## src/rtl/credit_ctrl_pkg.sv

```systemverilog
// Shared dispenser-wide definitions: controller states, coin codes,
// selection tier field and the CIN thermometer codes.
package credit_ctrl_pkg;

  typedef enum logic [2:0] {
    ST_IDLE    = 3'd0,
    ST_COLLECT = 3'd1,
    ST_REQ     = 3'd2,
    ST_DISP    = 3'd3,
    ST_REFUND  = 3'd4
  } state_t;

  localparam logic [1:0] COIN_NONE = 2'b00;
  localparam logic [1:0] COIN_ONE  = 2'b01;
  localparam logic [1:0] COIN_FIVE = 2'b10;
  localparam logic [1:0] COIN_TEN  = 2'b11;

  localparam int SA_TIER_MSB = 3;
  localparam int SA_TIER_LSB = 2;

  localparam logic [1:0] TIER_NONE = 2'b00;
  localparam logic [1:0] TIER_LO   = 2'b01;
  localparam logic [1:0] TIER_MID  = 2'b10;
  localparam logic [1:0] TIER_HI   = 2'b11;

  localparam logic [2:0] CIN_NONE = 3'b000;
  localparam logic [2:0] CIN_LO   = 3'b001;
  localparam logic [2:0] CIN_MID  = 3'b011;
  localparam logic [2:0] CIN_HI   = 3'b111;

  function automatic logic [3:0] coinValue(input logic [1:0] coin);
    logic [3:0] value;
    value = 4'd0;
    case (coin)
      COIN_ONE:  value = 4'd1;
      COIN_FIVE: value = 4'd5;
      COIN_TEN:  value = 4'd10;
      default:   value = 4'd0;
    endcase
    return value;
  endfunction

endpackage

```

## src/rtl/credit_ctrl_coin_credit.sv

```systemverilog
// Credit register: adds coins unless the sum would overflow, subtracts the
// price on a purchase and removes one unit per refund pulse.
module coin_credit
  import credit_ctrl_pkg::*;
#(
  parameter int CREDIT_W = 6
) (
  input  logic                clk,
  input  logic                rst_n,
  input  logic [1:0]          coin,
  input  logic                accept,
  input  logic                buy,
  input  logic [CREDIT_W-1:0] price,
  input  logic                dec,
  output logic [CREDIT_W-1:0] credit,
  output logic                reject
);

  logic [CREDIT_W:0]   sum;
  logic [CREDIT_W-1:0] creditNext;
  logic                coinSeen;
  logic                addOk;

  // A coin landing in the purchase cycle is kept, so the price comes off the sum.
  always_comb begin
    coinSeen   = (coin != COIN_NONE);
    sum        = {1'b0, credit} + {{(CREDIT_W-3){1'b0}}, coinValue(coin)};
    addOk      = coinSeen && accept && !sum[CREDIT_W];
    reject     = coinSeen && !addOk;
    creditNext = addOk ? sum[CREDIT_W-1:0] : credit;
    if (buy) begin
      creditNext = creditNext - price;
    end
    if (dec) begin
      creditNext = creditNext - CREDIT_W'(1);
    end
  end

  always_ff @(posedge clk or negedge rst_n) begin
    if (!rst_n) begin
      credit <= '0;
    end else begin
      credit <= creditNext;
    end
  end

endmodule

```

## src/rtl/credit_ctrl.sv

```systemverilog
// Payment/selection front end: collects credit, requests a dispense when the
// selection is paid for, then hands back leftover credit one unit at a time.
module credit_ctrl
  import credit_ctrl_pkg::*;
#(
  parameter int PRICE_LO  = 5,
  parameter int PRICE_MID = 10,
  parameter int PRICE_HI  = 15,
  parameter int CREDIT_W  = 6,
  parameter int TIMEOUT   = 1000
) (
  input  logic                CLK,
  input  logic                RESET,
  input  logic [1:0]          COIN,
  input  logic [3:0]          KEY,
  input  logic                KEY_V,
  input  logic                CANCEL,
  input  logic                DBUSY,
  output logic                E,
  output logic [3:0]          SA,
  output logic [2:0]          CIN,
  output logic [CREDIT_W-1:0] CREDIT,
  output logic                CHG,
  output logic                REJ,
  output logic                BUSY
);

  localparam int TW = (TIMEOUT > 2) ? $clog2(TIMEOUT) : 1;

  state_t              state;
  state_t              stateNext;
  logic [3:0]          saNext;
  logic                chgNext;
  logic [TW-1:0]       timer;
  logic [TW-1:0]       timerNext;
  logic                accept;
  logic                buy;
  logic                dec;
  logic                reject;
  logic                activity;
  logic                saValid;
  logic [CREDIT_W-1:0] price;

  always_comb begin
    price   = '0;
    saValid = 1'b0;
    case (SA[SA_TIER_MSB:SA_TIER_LSB])
      TIER_LO:  begin price = CREDIT_W'(PRICE_LO);  saValid = 1'b1; end
      TIER_MID: begin price = CREDIT_W'(PRICE_MID); saValid = 1'b1; end
      TIER_HI:  begin price = CREDIT_W'(PRICE_HI);  saValid = 1'b1; end
      default:  begin price = '0;                   saValid = 1'b0; end
    endcase
  end

  always_comb begin
    CIN = CIN_NONE;
    if (CREDIT >= CREDIT_W'(PRICE_HI)) begin
      CIN = CIN_HI;
    end else if (CREDIT >= CREDIT_W'(PRICE_MID)) begin
      CIN = CIN_MID;
    end else if (CREDIT >= CREDIT_W'(PRICE_LO)) begin
      CIN = CIN_LO;
    end
  end

  assign E    = (state == ST_REQ);
  assign BUSY = (state != ST_IDLE) && (state != ST_COLLECT);

  coin_credit #(.CREDIT_W(CREDIT_W)) u_credit (
    .clk    (CLK),
    .rst_n  (RESET),
    .coin   (COIN),
    .accept (accept),
    .buy    (buy),
    .price  (price),
    .dec    (dec),
    .credit (CREDIT),
    .reject (reject)
  );

  always_ff @(posedge CLK or negedge RESET) begin
    if (!RESET) begin
      state <= ST_IDLE;
      SA    <= '0;
      CHG   <= 1'b0;
      REJ   <= 1'b0;
      timer <= '0;
    end else begin
      state <= stateNext;
      SA    <= saNext;
      CHG   <= chgNext;
      REJ   <= reject;
      timer <= timerNext;
    end
  end

  // Cancel/timeout outrank a purchase; a new KEY never overwrites the paid selection.
  always_comb begin
    stateNext = state;
    saNext    = SA;
    chgNext   = 1'b0;
    timerNext = '0;
    accept    = 1'b0;
    buy       = 1'b0;
    dec       = 1'b0;
    activity  = (COIN != COIN_NONE) || KEY_V;
    case (state)
      ST_IDLE: begin
        accept = 1'b1;
        if (KEY_V) begin
          saNext = KEY;
        end
        if (COIN != COIN_NONE) begin
          stateNext = ST_COLLECT;
        end
      end
      ST_COLLECT: begin
        accept    = 1'b1;
        timerNext = activity ? '0 : timer + TW'(1);
        if (CANCEL || (!activity && timer == TW'(TIMEOUT - 1))) begin
          stateNext = ST_REFUND;
          timerNext = '0;
        end else if (saValid && CREDIT >= price) begin
          buy       = 1'b1;
          stateNext = ST_REQ;
          timerNext = '0;
        end
        if (KEY_V && !buy) begin
          saNext = KEY;
        end
      end
      ST_REQ: begin
        if (DBUSY) begin
          stateNext = ST_DISP;
        end
      end
      ST_DISP: begin
        if (!DBUSY) begin
          if (CREDIT != '0) begin
            stateNext = ST_REFUND;
          end else begin
            stateNext = ST_IDLE;
            saNext    = '0;
          end
        end
      end
      ST_REFUND: begin
        // Pulse on every other cycle; the unit leaves CREDIT as CHG rises.
        if (!CHG && CREDIT != '0) begin
          chgNext = 1'b1;
          dec     = 1'b1;
        end
        if (CREDIT == '0) begin
          stateNext = ST_IDLE;
          saNext    = '0;
        end
      end
      default: begin
        stateNext = ST_IDLE;
      end
    endcase
  end

endmodule

```

## config.mk

```make
export PLATFORM = sky130hd
export DESIGN_NAME = credit_ctrl
export DESIGN_NICKNAME = d
export VERILOG_FILES = /design/src/rtl/credit_ctrl_pkg.sv /design/src/rtl/credit_ctrl_coin_credit.sv /design/src/rtl/credit_ctrl.sv
export SDC_FILE = /design/constraint.sdc
export NUM_CORES = 1
export LEC_CHECK = 0
export ABC_AREA = 1
export BUFFER_PORTS_ARGS = -buffer_cell sky130_fd_sc_hd__buf_2
export CAP_MARGIN = 20
export CORE_MARGIN = 4
export CORE_UTILIZATION = 55
export CTS_CLUSTER_SIZE = 10
export DETAILED_ROUTE_END_ITERATION = 16
export GPL_TIMING_DRIVEN = 0
export MAX_ROUTING_LAYER = met4
export PLACE_DENSITY = 0.76
export SYNTH_ARGS = -nofsm -noshare
export SYNTH_HDL_FRONTEND = slang
export SYNTH_SLANG_ARGS = --single-unit
```

## constraint.sdc

```tcl
create_clock -name CLK -period 4.4 [get_ports CLK]
set_clock_uncertainty 0.15 [all_clocks]
set_input_delay 0 -clock CLK [delete_from_list [all_inputs] [get_ports CLK]]
set_output_delay 0 -clock CLK [all_outputs]
set_load 0.03 [all_outputs]
```

* Yosys cells after proc, flatten, opt, wreduce, memory -nomap -nowiden
Index checks and enable logic that the tools add are counted.
** Operators by class
- Add/subtract/negate cells :: 4
- $mul :: 0
- Divide/modulo/power cells :: 0
- $lt $le $gt $ge :: 4
- Equality and inequality tests :: 20
- Shift operators :: 0
- Multiplexer cells :: 34
- Bitwise gates (word level) :: 0
- Reduce and logical (&&, ||, !) cells :: 25
** Operators with widths (count)
- 10-bit 2-to-1 mux :: 4
- 3-bit 2-to-1 mux :: 8
- 4-bit case mux with 3 select lines :: 2
- 4-bit 2-to-1 mux :: 5
- 6-bit 2-to-1 mux :: 3
- 4-bit case mux with 4 select lines :: 1
- 3-bit case mux with 5 select lines :: 1
- 6-bit by 4-bit greater-or-equal comparator with 1-bit output (second input constant) :: 2
- 10-bit by 1-bit adder with 10-bit output (second input constant) :: 1
- 10-bit equality test (second input constant) :: 1
- 2-bit inequality test (second input constant) :: 5
- 1-bit 2-to-1 mux :: 9
- 2-bit equality test (second input constant) :: 4
- 1-bit logical AND :: 8
- 6-bit by 4-bit adder with 7-bit output :: 1
- 3-bit by 2-bit equality test with 1-bit output (second input constant) :: 2
- 6-bit by 3-bit greater-or-equal comparator with 1-bit output (second input constant) :: 1
- 6-bit greater-or-equal comparator :: 1
- 6-bit zero test :: 1
- 6-bit AND reduction :: 1
- 6-bit nonzero test :: 1
- 6-bit by 1-bit subtractor with 6-bit output (second input constant) :: 1
- 6-bit by 4-bit subtractor with 6-bit output :: 1
- 1-bit zero test :: 5
- other kinds (15) :: 18
** Storage, ports and cells
- Register bits :: 25
- Latch bits :: 0
- RAM bits :: 0
- Bits in read-only memories :: 0
- Input port bits :: 11
- Output and inout bits :: 17
- Word-level logic and storage cells :: 93
- Memories kept :: 0

* Depth between registers and ports, before layout
- Word-level depth :: 11
- Gate-level depth with buffers :: 27
- Depth with buffers taken out :: 27

* By module
A second synthesis with hierarchy kept.
** Second synthesis, totals
- Cell total of the unflattened synthesis :: 334
- Area, all modules :: 2357.3 sq um
** By module, submodules not included
- credit_ctrl :: instances 1, cells an instance 173, area an instance 1282.5 sq um, sequential area each 475.5 sq um
- coin_credit :: instances 1, cells an instance 161, area an instance 1074.8 sq um, sequential area each 150.1 sq um

* Worst setup path before layout
No wires, ideal clock.
- Kind :: reg-to-reg
- Start point :: register u_credit.credit[1]
- End point :: register u_credit.credit[4]
- Setup time :: 0.119 ns
- Arrival time :: 3.029 ns
- Data required time :: 4.131 ns
- Slack :: 1.102 ns
- Stages on the path, launching flop included :: 26
- Path buffers :: 0
- Period minus slack after synthesis :: 3.298 ns
- Path through :: dfrtp_1 > inv_1 > nand2_1 > and2_1 > ha_1 > inv_1 > nand2_1 > nand2_1 > nand2_2 > nand3_4 > nand2_8 > nand2_2 > nand2_1 > inv_1 > ha_1 > inv_1 > fa_1 > nand2_1 > nand2_2 > inv_1 > ha_1 > inv_1 > nor2_1 > nand3_2 > o21ai_1 > nand2_1
** Between the ends
- Longest elaborated chain between the ends :: 9
- Elaborated cells on any way between the ends :: 18
- Classes of those cells :: add/sub: 3; order compare: 1; mux: 9; reduce/logical: 5
** Ends and longest elaborated chain
- start: declaration :: RTL line credit_ctrl_coin_credit.sv:15 : output logic [CREDIT_W-1:0] credit,
- start signal: assignment :: RTL line credit_ctrl_coin_credit.sv:43 : credit <= creditNext;
- parallel branches: the longest is 8 deep, another holds 6-bit by 4-bit adder with 7-bit output
- 6-bit 2-to-1 mux * :: RTL line credit_ctrl_coin_credit.sv:34 : if (dec) begin
- named net u_credit.creditNext[4] :: RTL line credit_ctrl_coin_credit.sv:20 : logic [CREDIT_W-1:0] creditNext;
Mark *: on every way through the listed nets, which the timed path passes. The select of a mux whose other input is x is not followed.
A chain may end at the register's enable or synchronous reset.

* Worst setup path after layout
Ends and elaborated chain as after synthesis.

==> flow_metrics.env <==
export IMPL_rsz0062_at_grt="false"
export IMPL_postRouteAntennaNets=0
export IMPL_cts_tree="built"
export IMPL_wl_per_cell_um=11.6
export IMPL_layout_common_cells="nand2_1 (81), inv_1 (47), nor2_1 (31)"
export IMPL_syn_avg_cell_area_um2=7.08
export IMPL_core_mm2=0.00372
export IMPL_arrival_ns=3.52
export IMPL_critPathBufInv=6
export IMPL_stdcell_count=391
export IMPL_synth_top_area_share_pct=29.0
export IMPL_gp_congestion=0.855
export IMPL_cts_sinks=25
export IMPL_slowest_stage="dfrtp_1"
export IMPL_path_max_fanout=7
export IMPL_finalInstanceArea_mm2=0.00247
export IMPL_cp_endpoint="u_credit.credit[4]$_DFF_PN0_"
export IMPL_grt_pass1_vias=1840
export IMPL_synth_cells=305
export IMPL_dp_cells=380
export IMPL_ys_seq_area_share_pct=29.0
export IMPL_dp_slack_ns=0.968
export IMPL_dr_total_vias=1942
export IMPL_setup_slack_ns=0.947
export IMPL_path_delay_family="simple AND/OR/NAND/NOR gates"
export IMPL_yosys_warnings=0
export IMPL_track_usage_pct=19.9
export IMPL_rows=22
export IMPL_drive_gt1_share_pct=21.3
export IMPL_nFillCells=337
export IMPL_min_period_ns=3.45
export IMPL_cts_root_buffer="clkbuf_8"
export IMPL_io_buffer_count=27
export IMPL_clk_latency_ns=0.28
export IMPL_n_antenna_cell=0
export IMPL_seq_area_um2=626
export IMPL_critical_path_class="reg2reg"
export IMPL_antenna_found_initial=0
export IMPL_max_slew_margin_pct=60.9
export IMPL_maxCapViolCount=0
export IMPL_rr_worst_depth=26
export IMPL_final_common_cell="nand2_1"
export IMPL_die_w_um=70.7
export IMPL_reg2reg_setup_slack_ns=0.95
export IMPL_cp_depth=26
export IMPL_path_clk_slew_ns=0.10
export IMPL_syn_area_mm2=0.00216
export IMPL_hold_viol=0
export IMPL_grt_overflow=0
export IMPL_cellPowerDensity_mw_per_mm2=761
export IMPL_synth_top_cell_by_area="dfrtp_1"
export IMPL_place_hpwl_um=3680
export IMPL_place_area_mm2=0.00236
export IMPL_grt_max_degree=26
export IMPL_start_util_pct=58.1
export IMPL_nNetsFinal=373
export IMPL_synth_seq_cells=25
export IMPL_grt_pass1_wl_um=7960
export IMPL_synth_area_leaders="dfrtp_1 (29%), nand2_1 (14%), ha_1 (9.8%), inv_1 (8.2%), nor2_1 (5.4%)"
export IMPL_worstReg2RegEnd="u_credit.credit[4]$_DFF_PN0_"
export IMPL_outcome="finished, final reports clean"
export IMPL_cts_resized=0
export IMPL_cts_max_level=1
export IMPL_numCtsBuffers=3
export IMPL_hp_class="in2reg"
export IMPL_syn_to_final_growth_pct=14.5
export IMPL_startpoint_type="register"
export IMPL_min_from="DBUSY"
export IMPL_reg2reg_from="u_credit.credit[1]$_DFF_PN0_"
export IMPL_pin_count=28
export IMPL_cts_buffer_depth=2
export IMPL_period_share_pct=78.5
export IMPL_power_leakage_uw=0.00132
export IMPL_startpoint="u_credit.credit[1]$_DFF_PN0_"
export IMPL_worst_pin_slew_ns=0.587
export IMPL_drc=0
export IMPL_clock_fmax_ghz=0.290
export IMPL_worstPathRequired_ns=4.47
export IMPL_critical_path_max_stage_delay_ns=0.51
export IMPL_dieArea_mm2=0.00500
export IMPL_ir_drop_mv=0.412
export IMPL_setup_viol=0
export IMPL_routed_wl_um=4520
export IMPL_setup_tns_ns=0
export IMPL_vias_per_cell=4.97
export IMPL_multi_input_comb_area_mm2=0.00133
export IMPL_end_kind="register"
export IMPL_final_core_util_pct=66.6
export IMPL_drt_first_pass_iters=4
export IMPL_syn_nets=334
export IMPL_yosysUniqueCellTypes=36
export IMPL_maxSlewViolCount=0
export IMPL_die_y_um=70.7
export IMPL_drt_initial_drc_count=81
[where the power goes]
group	internal (µW)	switching, µW
logic	456	893
clock network	64.4	79.4
registers	298	91.5
total	819	1060
[per-layer routing]
metal / track usage [%] / vias up / share of wire [%]
met4: 5.01 / 0 / 1.2
met2: 31.5 / 33 / 45
met3: 2.56 / 5 / 3.8
met5: - / - / 0
li1: - / 1031 / -
met1: 27.0 / 873 / 50
[worst min-delay path by stage]
stage / to / slack [ns] / cells past startpoint
detailed placement: state[1]$_DFFE_PN0P_ / -0.12 / 1
global placement: state[1]$_DFFE_PN0P_ / -0.12 / 1
floorplan: CHG$_DFF_PN0_ / -0.45 / 0
global route: state[2]$_DFFE_PN0P_ / 0.10 / 6
CTS: state[2]$_DFFE_PN0P_ / 0.02 / 6
finish: state[2]$_DFFE_PN0P_ / 0.04 / 6
[kinds of logic (layout without fill, tap and decap cells)]
group | after synthesis | in the layout | synth area share (%)
simple gates | 170 | 170 | 39.4
fa+ha+maj | 18 | 18 | 10.8
buf+inv | 55 | 93 | 9.67
flops | 25 | 25 | 29.0
xor+xnor | 8 | 8 | 3.24
compound gates | 29 | 29 | 7.93
[what timing repair did]
action / CTS / global route
hold buffers: 7 / 0
buffers inserted: 0 / 0
endpoints found under the hold margin: 31 / 0
[final cells by class]
cell class	instances	area share [%]
flip-flops and latches	25	25.3
well taps	48	2.43
multi-input cells	225	53.6
repair buffers	34	8.29
plain buffers	1	0.152
clock buffers	3	1.67
clock inverters	1	0.303
inverters	54	8.29
[sequential cells by signal, indices dropped and copies added (netlist names)]
signal           count
timer               10
u_credit.credit      6
SA                   4
state                3
CHG                  1
REJ                  1
[Yosys cell counts]
cell	instances
a21o_1	1
a21oi_1	8
a21oi_2	1
and2_1	1
clkbuf_1	1
dfrtp_1	25
fa_1	1
ha_1	17
inv_1	47
inv_2	6
inv_4	1
nand2_1	81
nand2_2	15
nand2_4	1
nand2_8	1
nand3_1	14
nand3_2	7
nand3_4	1
nand3b_1	3
nand4_1	1
nor2_1	31
nor2_2	4
nor2_4	3
nor2_8	1
nor3_1	3
nor3b_1	1
o211ai_1	1
o21ai_0	7
o21ai_1	3
o21bai_1	1
o22ai_1	2
o31ai_1	5
or2_1	1
or2_2	1
xnor2_1	2
xor2_1	6
[per-stage QoR]
| stage | power (µW) | hold slack, ns |
|---|---|---|
| after global placement | 1700 | -0.123 |
| final | 1880 | 0.0379 |
| after global routing | 2080 | 0.102 |
| after floorplan | 1450 | -0.446 |
| after detailed placement | 1740 | -0.116 |
| after CTS | 1900 | 0.0201 |
[tightest hold or removal path, cell delays in order]
cell     delay (ns)
buf_2          0.09
nand2_1        0.05
nand2_1        0.08
nor2_1         0.05
nand2_1        0.07
o21ai_0        0.07
Note: power is estimated with default switching activity, not from simulation.
